### config.mk
export PLATFORM = sky130hd
export DESIGN_NAME = arc_mem_arbiter
export DESIGN_NICKNAME = d
export VERILOG_FILES = /design/src/rtl/arc_mem_pkg.sv /design/src/rtl/arc_mem_rr_arb.sv /design/src/rtl/arc_mem_arbiter.sv
export SDC_FILE = /design/constraint.sdc
export NUM_CORES = 1
export LEC_CHECK = 0
export CAP_MARGIN = 10
export CORE_ASPECT_RATIO = 0.7
export CORE_MARGIN = 5
export CORE_UTILIZATION = 37
export CTS_CLUSTER_SIZE = 8
export DETAILED_ROUTE_END_ITERATION = 6
export PLACE_DENSITY = 0.77
export SLEW_MARGIN = 20
export SYNTH_ARGS = -nofsm -noshare
export SYNTH_HDL_FRONTEND = slang
export SYNTH_HIERARCHICAL = 1
export SYNTH_SLANG_ARGS = --single-unit
### constraint.sdc
create_clock -name clk -period 1.78 [get_ports clk]
set_input_delay 0.356 -clock clk [delete_from_list [all_inputs] [get_ports clk]]
set_output_delay 0.356 -clock clk [all_outputs]
set_load 0.05 [all_outputs]
### src/rtl/arc_mem_pkg.sv
// Shared types and defaults for the ARC memory bus arbiter.
package arc_mem_pkg;

  localparam int DEF_AW = 32;
  localparam int DEF_DW = 32;

  typedef enum logic [1:0] {
    ST_IDLE    = 2'd0,
    ST_ACCESS  = 2'd1,
    ST_RELEASE = 2'd2
  } state_t;

  typedef enum logic {
    GNT_IF = 1'b0,
    GNT_D  = 1'b1
  } grant_t;

endpackage

### src/rtl/arc_mem_rr_arb.sv
// Two-way round-robin arbiter between instruction fetch (req[0]) and data (req[1]).
module arc_mem_rr_arb
  import arc_mem_pkg::*;
(
  input  logic       clk,
  input  logic       rst,
  input  logic [1:0] req,
  input  logic       grant_en,
  output grant_t     gnt,
  output logic       valid
);

  grant_t last_grant;

  // On contention, the port that did not win last time gets the bus.
  always_comb begin
    gnt   = GNT_IF;
    valid = |req;
    case (req)
      2'b01:   gnt = GNT_IF;
      2'b10:   gnt = GNT_D;
      2'b11:   gnt = (last_grant == GNT_D) ? GNT_IF : GNT_D;
      default: gnt = GNT_IF;
    endcase
  end

  always_ff @(posedge clk or negedge rst) begin
    if (!rst) begin
      last_grant <= GNT_D;
    end else if (grant_en && valid) begin
      last_grant <= gnt;
    end
  end

endmodule

### src/rtl/arc_mem_arbiter.sv
// Shares the single ARC memory bus between fetch and data ports: select, wait ack, wait ack release.
// Optional watchdog abort of a stuck ACCESS is enabled with `define ARC_MEM_TIMEOUT_EN.
module arc_mem_arbiter
  import arc_mem_pkg::*;
#(
  parameter int AW      = DEF_AW,
  parameter int DW      = DEF_DW,
  parameter int TIMEOUT = 255
) (
  input  logic          clk,
  input  logic          rst,
  input  logic          if_req,
  input  logic [AW-1:0] if_addr,
  output logic [DW-1:0] if_rdata,
  output logic          if_done,
  input  logic          d_req,
  input  logic          d_we,
  input  logic [AW-1:0] d_addr,
  input  logic [DW-1:0] d_wdata,
  output logic [DW-1:0] d_rdata,
  output logic          d_done,
  output logic          mem_cs,
  output logic          mem_we,
  output logic [AW-1:0] mem_addr,
  output logic [DW-1:0] mem_wdata,
  input  logic [DW-1:0] mem_rdata,
  input  logic          mem_ack,
  output logic          busy,
  output logic          err
);

  state_t     state;
  grant_t     owner;
  grant_t     arb_gnt;
  logic       arb_valid;
  logic       grant_en;
  logic [1:0] arb_req;

  assign arb_req  = {d_req, if_req};
  assign grant_en = (state == ST_IDLE);

  arc_mem_rr_arb u_arb (
    .clk      (clk),
    .rst      (rst),
    .req      (arb_req),
    .grant_en (grant_en),
    .gnt      (arb_gnt),
    .valid    (arb_valid)
  );

`ifdef ARC_MEM_TIMEOUT_EN
  localparam int WD_W = $clog2(TIMEOUT + 1);
  localparam logic [WD_W-1:0] WD_LAST = WD_W'(TIMEOUT - 1);

  logic [WD_W-1:0] wd_cnt;
  logic            err_q;
  logic            wd_expired;

  assign wd_expired = (wd_cnt == WD_LAST);
  assign err        = err_q;
`else
  assign err = 1'b0;

  if (TIMEOUT < 1) begin : g_timeout_unused
  end
`endif

  // Bus registers are loaded only at grant, so requester inputs may change freely during ACCESS.
  always_ff @(posedge clk or negedge rst) begin
    if (!rst) begin
      state     <= ST_IDLE;
      owner     <= GNT_D;
      mem_cs    <= 1'b0;
      mem_we    <= 1'b0;
      mem_addr  <= '0;
      mem_wdata <= '0;
      if_rdata  <= '0;
      d_rdata   <= '0;
      if_done   <= 1'b0;
      d_done    <= 1'b0;
      busy      <= 1'b0;
`ifdef ARC_MEM_TIMEOUT_EN
      wd_cnt    <= '0;
      err_q     <= 1'b0;
`endif
    end else begin
      if_done <= 1'b0;
      d_done  <= 1'b0;
`ifdef ARC_MEM_TIMEOUT_EN
      err_q   <= 1'b0;
`endif
      case (state)
        ST_IDLE: begin
          if (arb_valid) begin
            owner  <= arb_gnt;
            mem_cs <= 1'b1;
            busy   <= 1'b1;
            state  <= ST_ACCESS;
            if (arb_gnt == GNT_IF) begin
              mem_addr  <= if_addr;
              mem_we    <= 1'b0;
              mem_wdata <= '0;
            end else begin
              mem_addr  <= d_addr;
              mem_we    <= d_we;
              mem_wdata <= d_wdata;
            end
          end
        end

        ST_ACCESS: begin
          if (mem_ack) begin
            if (!mem_we) begin
              if (owner == GNT_IF) if_rdata <= mem_rdata;
              else                 d_rdata  <= mem_rdata;
            end
            if (owner == GNT_IF) if_done <= 1'b1;
            else                 d_done  <= 1'b1;
            mem_cs <= 1'b0;
            state  <= ST_RELEASE;
`ifdef ARC_MEM_TIMEOUT_EN
            wd_cnt <= '0;
          end else if (wd_expired) begin
            if (owner == GNT_IF) if_done <= 1'b1;
            else                 d_done  <= 1'b1;
            err_q  <= 1'b1;
            mem_cs <= 1'b0;
            state  <= ST_RELEASE;
            wd_cnt <= '0;
          end else begin
            wd_cnt <= wd_cnt + 1'b1;
`endif
          end
        end

        // A multi-cycle ack must fully drop before the bus can be granted again.
        ST_RELEASE: begin
          if (!mem_ack) begin
            state <= ST_IDLE;
            busy  <= 1'b0;
          end
        end

        default: begin
          state  <= ST_IDLE;
          busy   <= 1'b0;
          mem_cs <= 1'b0;
        end
      endcase
    end
  end

endmodule

==> summary.md, run 1 <==
| Metric | Value |
|---|---|
| Placement Setup Slack | -334 ps |
| CP Capture Type | register |
| Antenna cells | 0 |
| Slowest-stage cell, CP | dfstp_2 |
| Final TNS setup | 0 ps |
| Commonest non-fill, non-tap cell in the layout | buf_4 |
| Post-DP HPWL | 12.2 mm |
| Vias in the first global route | 4,728 |
| Leading post-synthesis cells by cell area | dfrtp_1 (60%), mux2_4 (8.0%), nand2_1 (6.6%), mux2_2 (6.4%), mux2i_1 (5.9%) |
| Final slew viol count | 0 |
| Final Power | 20.5 mW |
| CP max FO | 20 |
| Share of post-route cells with drive strength above 1 | 34.5% |
| Worst Skew | 9.69 ps |
| Postcts setup bufs | 0 |
| Avg Cell Area, Syn | 12.3 um2 |
| Clock slew at reported path FFs | 60 ps |
| Total Wirelength | 15.8 mm |
| Sink Count | 137 |
| Initial Utilization | 38.0% |
| Netlist cell types | 28 |
| Final ANT Viol Nets | 0 |
| DRT iter0 DRCs | 220 |
| Drt drc | 0 |
| Mapped Cells | 456 |
| Max incr delay on CP | 520 ps |
| Period utilisation layout | 96.7% |
| DP Area | 8330 um2 |
| Worst-case reg-to-reg path depth | 4 |
| CTS tree | done |
| Peak supply drop | 1300 uV |
| Ys Warns | 6 |
| Worst hold path class | input pin to async pin |
| Multi-input gate area | 2020 um2 |
| First-pass GRT wire length | 24.9 mm |
| Max-cap viol count | 0 |
| Minimum clock period | 1720 ps |
| Nets | 865 |
| Crit path cell chain | inv_1, or3_2, buf_12, mux2_4 |
| WP buf/inv | 2 |
| Clk buf depth | 2 |
| Yosys top cell by area | dfrtp_1 |
| Leakage | 4.23 nW |
| Overall routing resource usage | 17.6% |
| Sequential fraction of the synthesis area | 61.0% |
| Post-route cell area | 8930 um2 |
| Vias | 4,405 |
| CP delay by family, top | flip-flops |
| IO Pins | 268 |
| Layout area overhead | 58.8% |
| Worst-Skew Late Latency | 410 ps |
| Cell Rows | 37 |
| GP Congestion | 0.840 |
| Final setup fails | 0 |
| Leading cell types in the layout, fill and taps excluded | buf_4 (145), dfrtp_1 (135), clkdlybuf4s50_1 (132) |
| Die footprint | 17,800 um2 |
| Initial antenna violation count | 0 |
| Startpoint Class | register |
| Run status | finished, final reports clean |
| Die Height | 113 um |
| Floorplan core area | 14,800 um2 |
| Average wire per standard cell | 16.9 um |
| Crit Path Class | register to register |
| Max Fclk | 581 MHz |
| Hold WS | 391 ps |
| Number of iterations in the first detailed-routing pass | 6 |
| Reg area | 3430 um2 |
| Hold Violations, Final | 0 |
| Yosys top cell area share | 60.1% |
| WP data required | 2060 ps |
| Fillers | 1,186 |
| Syn Nets | 590 |
| Cell depth of the worst setup path | 4 |
| Crit path arrival time | 2000 ps |
| Vias per inst | 4.69 |
| Die width | 157 um |
| Worst setup margin | 58.9 ps |
| Largest net degree at the start of global routing | 67 |
| Grt total ovfl | 0 |
| PD cells | 2290 nW/um2 |
| CTS HTree Levels | 4 |
| Cell area after synthesis | 5620 um2 |
| CTS root buffer | clkbuf_16 |
| Post-synthesis register bit count | 137 |
| IO buf count | 266 |
| CTS Buf Count | 17 |
| Unrepaired setup endpoints after global routing | no |
[path summary, 6_finish.rpt]
| path | start | endpoint | slack [ps] |
|---|---|---|---|
| worst min-delay path | rst | if_rdata[31] | 390 |
| worst max-delay path | owner | d_rdata[29] | 60 |
| worst min register to register | mem_addr[2] | mem_addr[2] | 480 |
| max in group asynchronous | rst | d_rdata[18] | 760 |
| min in group clk | mem_addr[2] | mem_addr[2] | 480 |
| worst max register to register | owner | d_rdata[29] | 60 |
[state kept, by name, summed over array words and instances (netlist names)]
register          count
d_done                1
mem_we                1
state                 2
u_arb/last_grant      1
busy                  1
mem_addr             32
owner                 1
mem_cs                1
if_done               1
mem_wdata            32
if_rdata             32
d_rdata              32
[cells in the mapped netlist]
cell / n
nand2_1: 99
dfstp_2: 2
buf_2: 16
mux2_2: 32
nor2b_1: 1
or3b_1: 1
or3_1: 1
buf_6: 4
mux2i_1: 33
o21ai_0: 61
o21ai_1: 5
inv_1: 3
buf_1: 1
dfrtp_1: 135
clkbuf_1: 11
mux2_4: 30
a21boi_0: 1
nor3_2: 1
nand3b_4: 1
buf_4: 1
mux2_1: 3
nor2_1: 7
xnor2_1: 1
or2_1: 1
o22ai_1: 1
a21oi_1: 2
a31oi_1: 1
conb_1: 1
[what timing repair did]
action                                 in CTS  in global routing
endpoints found under the hold margin      25                  0
hold buffers                                1                  0
gates resized for setup                     0                  0
[final cells by class]
type                       instances  share of cell area [%]
clock buffer                      19                    5.07
clock inverter                    13                    1.49
inverter                           3                   0.126
multi-input combinational        283                    22.7
sequential                       137                    38.4
tap                              195                    2.73
timing repair buffer             289                    29.5
[cell families after synthesis]
group,after synthesis,synth area share [%]
AOI/OAI and AO/OA,71,6.41
xor gates and xnor gates,1,0.156
buffers and inverters,36,3.36
DFF,137,61.0
muxes,98,20.9
other,1,0.0667
and+or+nand+nor,112,8.10
[power by group]
part	switching, mW	leakage (nW)	total, mW	internal [mW]
Sequential	0.978	1.69	5.65	4.68
Clock	1.40	0.282	3.44	2.03
Combinational	7.54	2.26	11.4	3.83
[layer usage]
| layer | vias to the layer above | GRT usage (%) | wire length [um] |
|---|---|---|---|
| li1 | 2090 | - | - |
| met1 | 2095 | 21.5 | 6450 |
| met2 | 196 | 29.4 | 7620 |
| met3 | 24 | 6.61 | 1470 |
| met4 | 0 | 5.04 | 306 |
| met5 | - | 0 | 0 |
[per-stage QoR]
stage	std cells	util, %
floorplan	456	-
global placement	906	56.2
detailed placement	906	56.2
CTS	939	60.3
global route	939	60.3
finish	939	60.3
(Power assumes the default switching activity.)
==> run 2, diff against run 1 <==
--- a/constraint.sdc
+++ b/constraint.sdc
@@ -3,2 +3,2 @@
 set_output_delay 0.356 -clock clk [all_outputs]
-set_load 0.05 [all_outputs]
+set_load 0.01 [all_outputs]
==> summary.md, run 2 (same netlist as run 1, synthesis figures left out) <==
| Metric | Value |
|---|---|
| Run status | finished, final reports clean |
| Nets | 867 (+0.23%) |
| Combinational Power Share | 44.6% (-11 points) |
| Commonest non-fill, non-tap cell in the layout | clkdlybuf4s50_1 |
| IO Pins | 268 (unchanged) |
| Leading cell types in the layout, fill and taps excluded | clkdlybuf4s50_1 (263), dfrtp_1 (135), nand2_1 (99) |
| Layout area overhead | 64.3% |
| Cell Rows | 37 (unchanged) |
| Die footprint | 17,800 um2 (unchanged) |
| Hold WS | 354 ps (-37.3 ps) |
| Clk buf depth | 2 (unchanged) |
| Reg power frac | 34.3% (+6.7 points) |
| Initial Utilization | 38.0% (unchanged) |
| Clock slew at reported path FFs | 70 ps (about the same) |
| Final setup fails | 0 (unchanged) |
| Number of iterations in the first detailed-routing pass | 4 (-2) |
| Final slew viol count | 0 (unchanged) |
| Max-cap viol count | 0 (unchanged) |
| CTS Buf Count | 17 (unchanged) |
| CP max FO | 12 (-40%) |
| Internal power | 11.0 mW (+4.6%) |
| Share of post-route cells with drive strength above 1 | 16.9% (-18 points) |
| CTS tree | done |
| Overall routing resource usage | 17.7% (+0.084 points) |
| CTS HTree Levels | 4 (unchanged) |
| Leakage | 4.07 nW (-3.8%) |
| Startpoint Class | register |
| Vias | 4,392 (-0.30%) |
| Unrepaired setup endpoints after global routing | no |
| Grt total ovfl | 0 (unchanged) |
| Worst hold path class | input pin to async pin |
| Postcts setup bufs | 0 (unchanged) |
| Die width | 157 um (unchanged) |
| Average wire per standard cell | 16.9 um (about the same) |
| Floorplan core area | 14,800 um2 (unchanged) |
| Die Height | 113 um (unchanged) |
| Vias in the first global route | 4,760 (+0.68%) |
| Post-DP HPWL | 12.4 mm (+2.1%) |
| Clock share of power | 21.1% (+4.3 points) |
| Crit path arrival time | 2010 ps (about the same) |
| Worst-Skew Late Latency | 410 ps (about the same) |
| Hold Violations, Final | 0 (unchanged) |
| Peak supply drop | 810 uV (-38%) |
| Minimum clock period | 1720 ps (+1.37 ps) |
| Period utilisation layout | 96.8% (about the same) |
| PD cells | 1770 nW/um2 (-23%) |
| DP Area | 8640 um2 (+3.7%) |
| GP Congestion | 0.834 (-0.65%) |
| Crit Path Class | register to register |
| DRT iter0 DRCs | 147 (-33%) |
| Initial antenna violation count | 0 (unchanged) |
| Final ANT Viol Nets | 0 (unchanged) |
| CP Capture Type | register |
| Worst Skew | 8.84 ps (-0.855 ps) |
| Total Wirelength | 15.9 mm (+0.20%) |
| First-pass GRT wire length | 25.0 mm (+0.36%) |
| CTS root buffer | clkbuf_16 |
| Vias per inst | 4.67 (-0.51%) |
| P_sw | 5.33 mW (-46%) |
| Sink Count | 137 (unchanged) |
| Net Sw Frac | 32.6% (-16 points) |
| WP data required | 2060 ps (about the same) |
| Antenna cells | 0 (unchanged) |
| Drt drc | 0 (unchanged) |
| Max Fclk | 581 MHz (about the same) |
| IO buf count | 266 (unchanged) |
| Post-route cell area | 9240 um2 (+3.5%) |
| Largest net degree at the start of global routing | 67 (unchanged) |
## run 2: cell type report
type	count	area, um2
Clock inverter	14	146
Sequential cell	137	3430
Inverter	3	11.3
Clock buffer	18	439
Multi-Input combinational cell	283	2020
Fill cell	1160	5580
Tap cell	195	244
Timing Repair Buffer	291	2940
## run 2: what timing repair did
action,in CTS,in global routing
endpoints found under the hold margin,17,0
setup endpoints to repair,1,1
hold buffers,1,0
gates resized for setup,1,1
## run 2: worst paths after layout
kind                                    from            to  slack (ps)  depth (start not counted)
worst min-delay path                     rst  if_rdata[31]         350                          2
max in group asynchronous                rst   d_rdata[29]         850                          3
min in group clk                mem_wdata[7]  mem_wdata[7]         480                          2
worst min register to register  mem_wdata[7]  mem_wdata[7]         480                          2
worst max-delay path                   owner    d_rdata[1]          60                          4
worst max register to register         owner    d_rdata[1]          60                          4
## run 2: worst max-delay path: stages (launching register included)
cell	delay [ps]
dfstp_2	520
inv_1	40
or3_2	490
buf_4	230
mux2_4	310
## run 2: power groups by stage
stage	logic [mW]	registers (mW)	clock network (mW)
global placement	7.20	5.55	0
finish	7.30	5.61	3.45
global route	7.87	5.80	3.67
detailed placement	7.40	5.64	0
CTS	7.42	5.62	3.52
floorplan	2.50	6.18	0
## run 2: stage by stage
stage | utilization, % | power, mW | setup slack (ps) | instances | TNS (ps)
6_report | 62.4 | 16.4 | 57.5 | 941 | 0
5_1_grt | 62.4 | 17.3 | 11.9 | 941 | 0
2_1_floorplan | - | 8.68 | 130 | 456 | 0
4_1_cts | 62.3 | 16.6 | 21.5 | 941 | 0
3_5_place_dp | 58.3 | 13.0 | -328 | 908 | -26180
3_3_place_gp | 58.3 | 12.8 | -305 | 908 | -21960
## run 2: metal layers
layer / vias up / GRT usage [%] / routed length, um
li1: 2093 / - / -
met1: 2081 / 21.4 / 6440
met2: 196 / 29.4 / 7600
met3: 22 / 7.15 / 1600
met4: 0 / 4.99 / 227
met5: - / 0 / 0
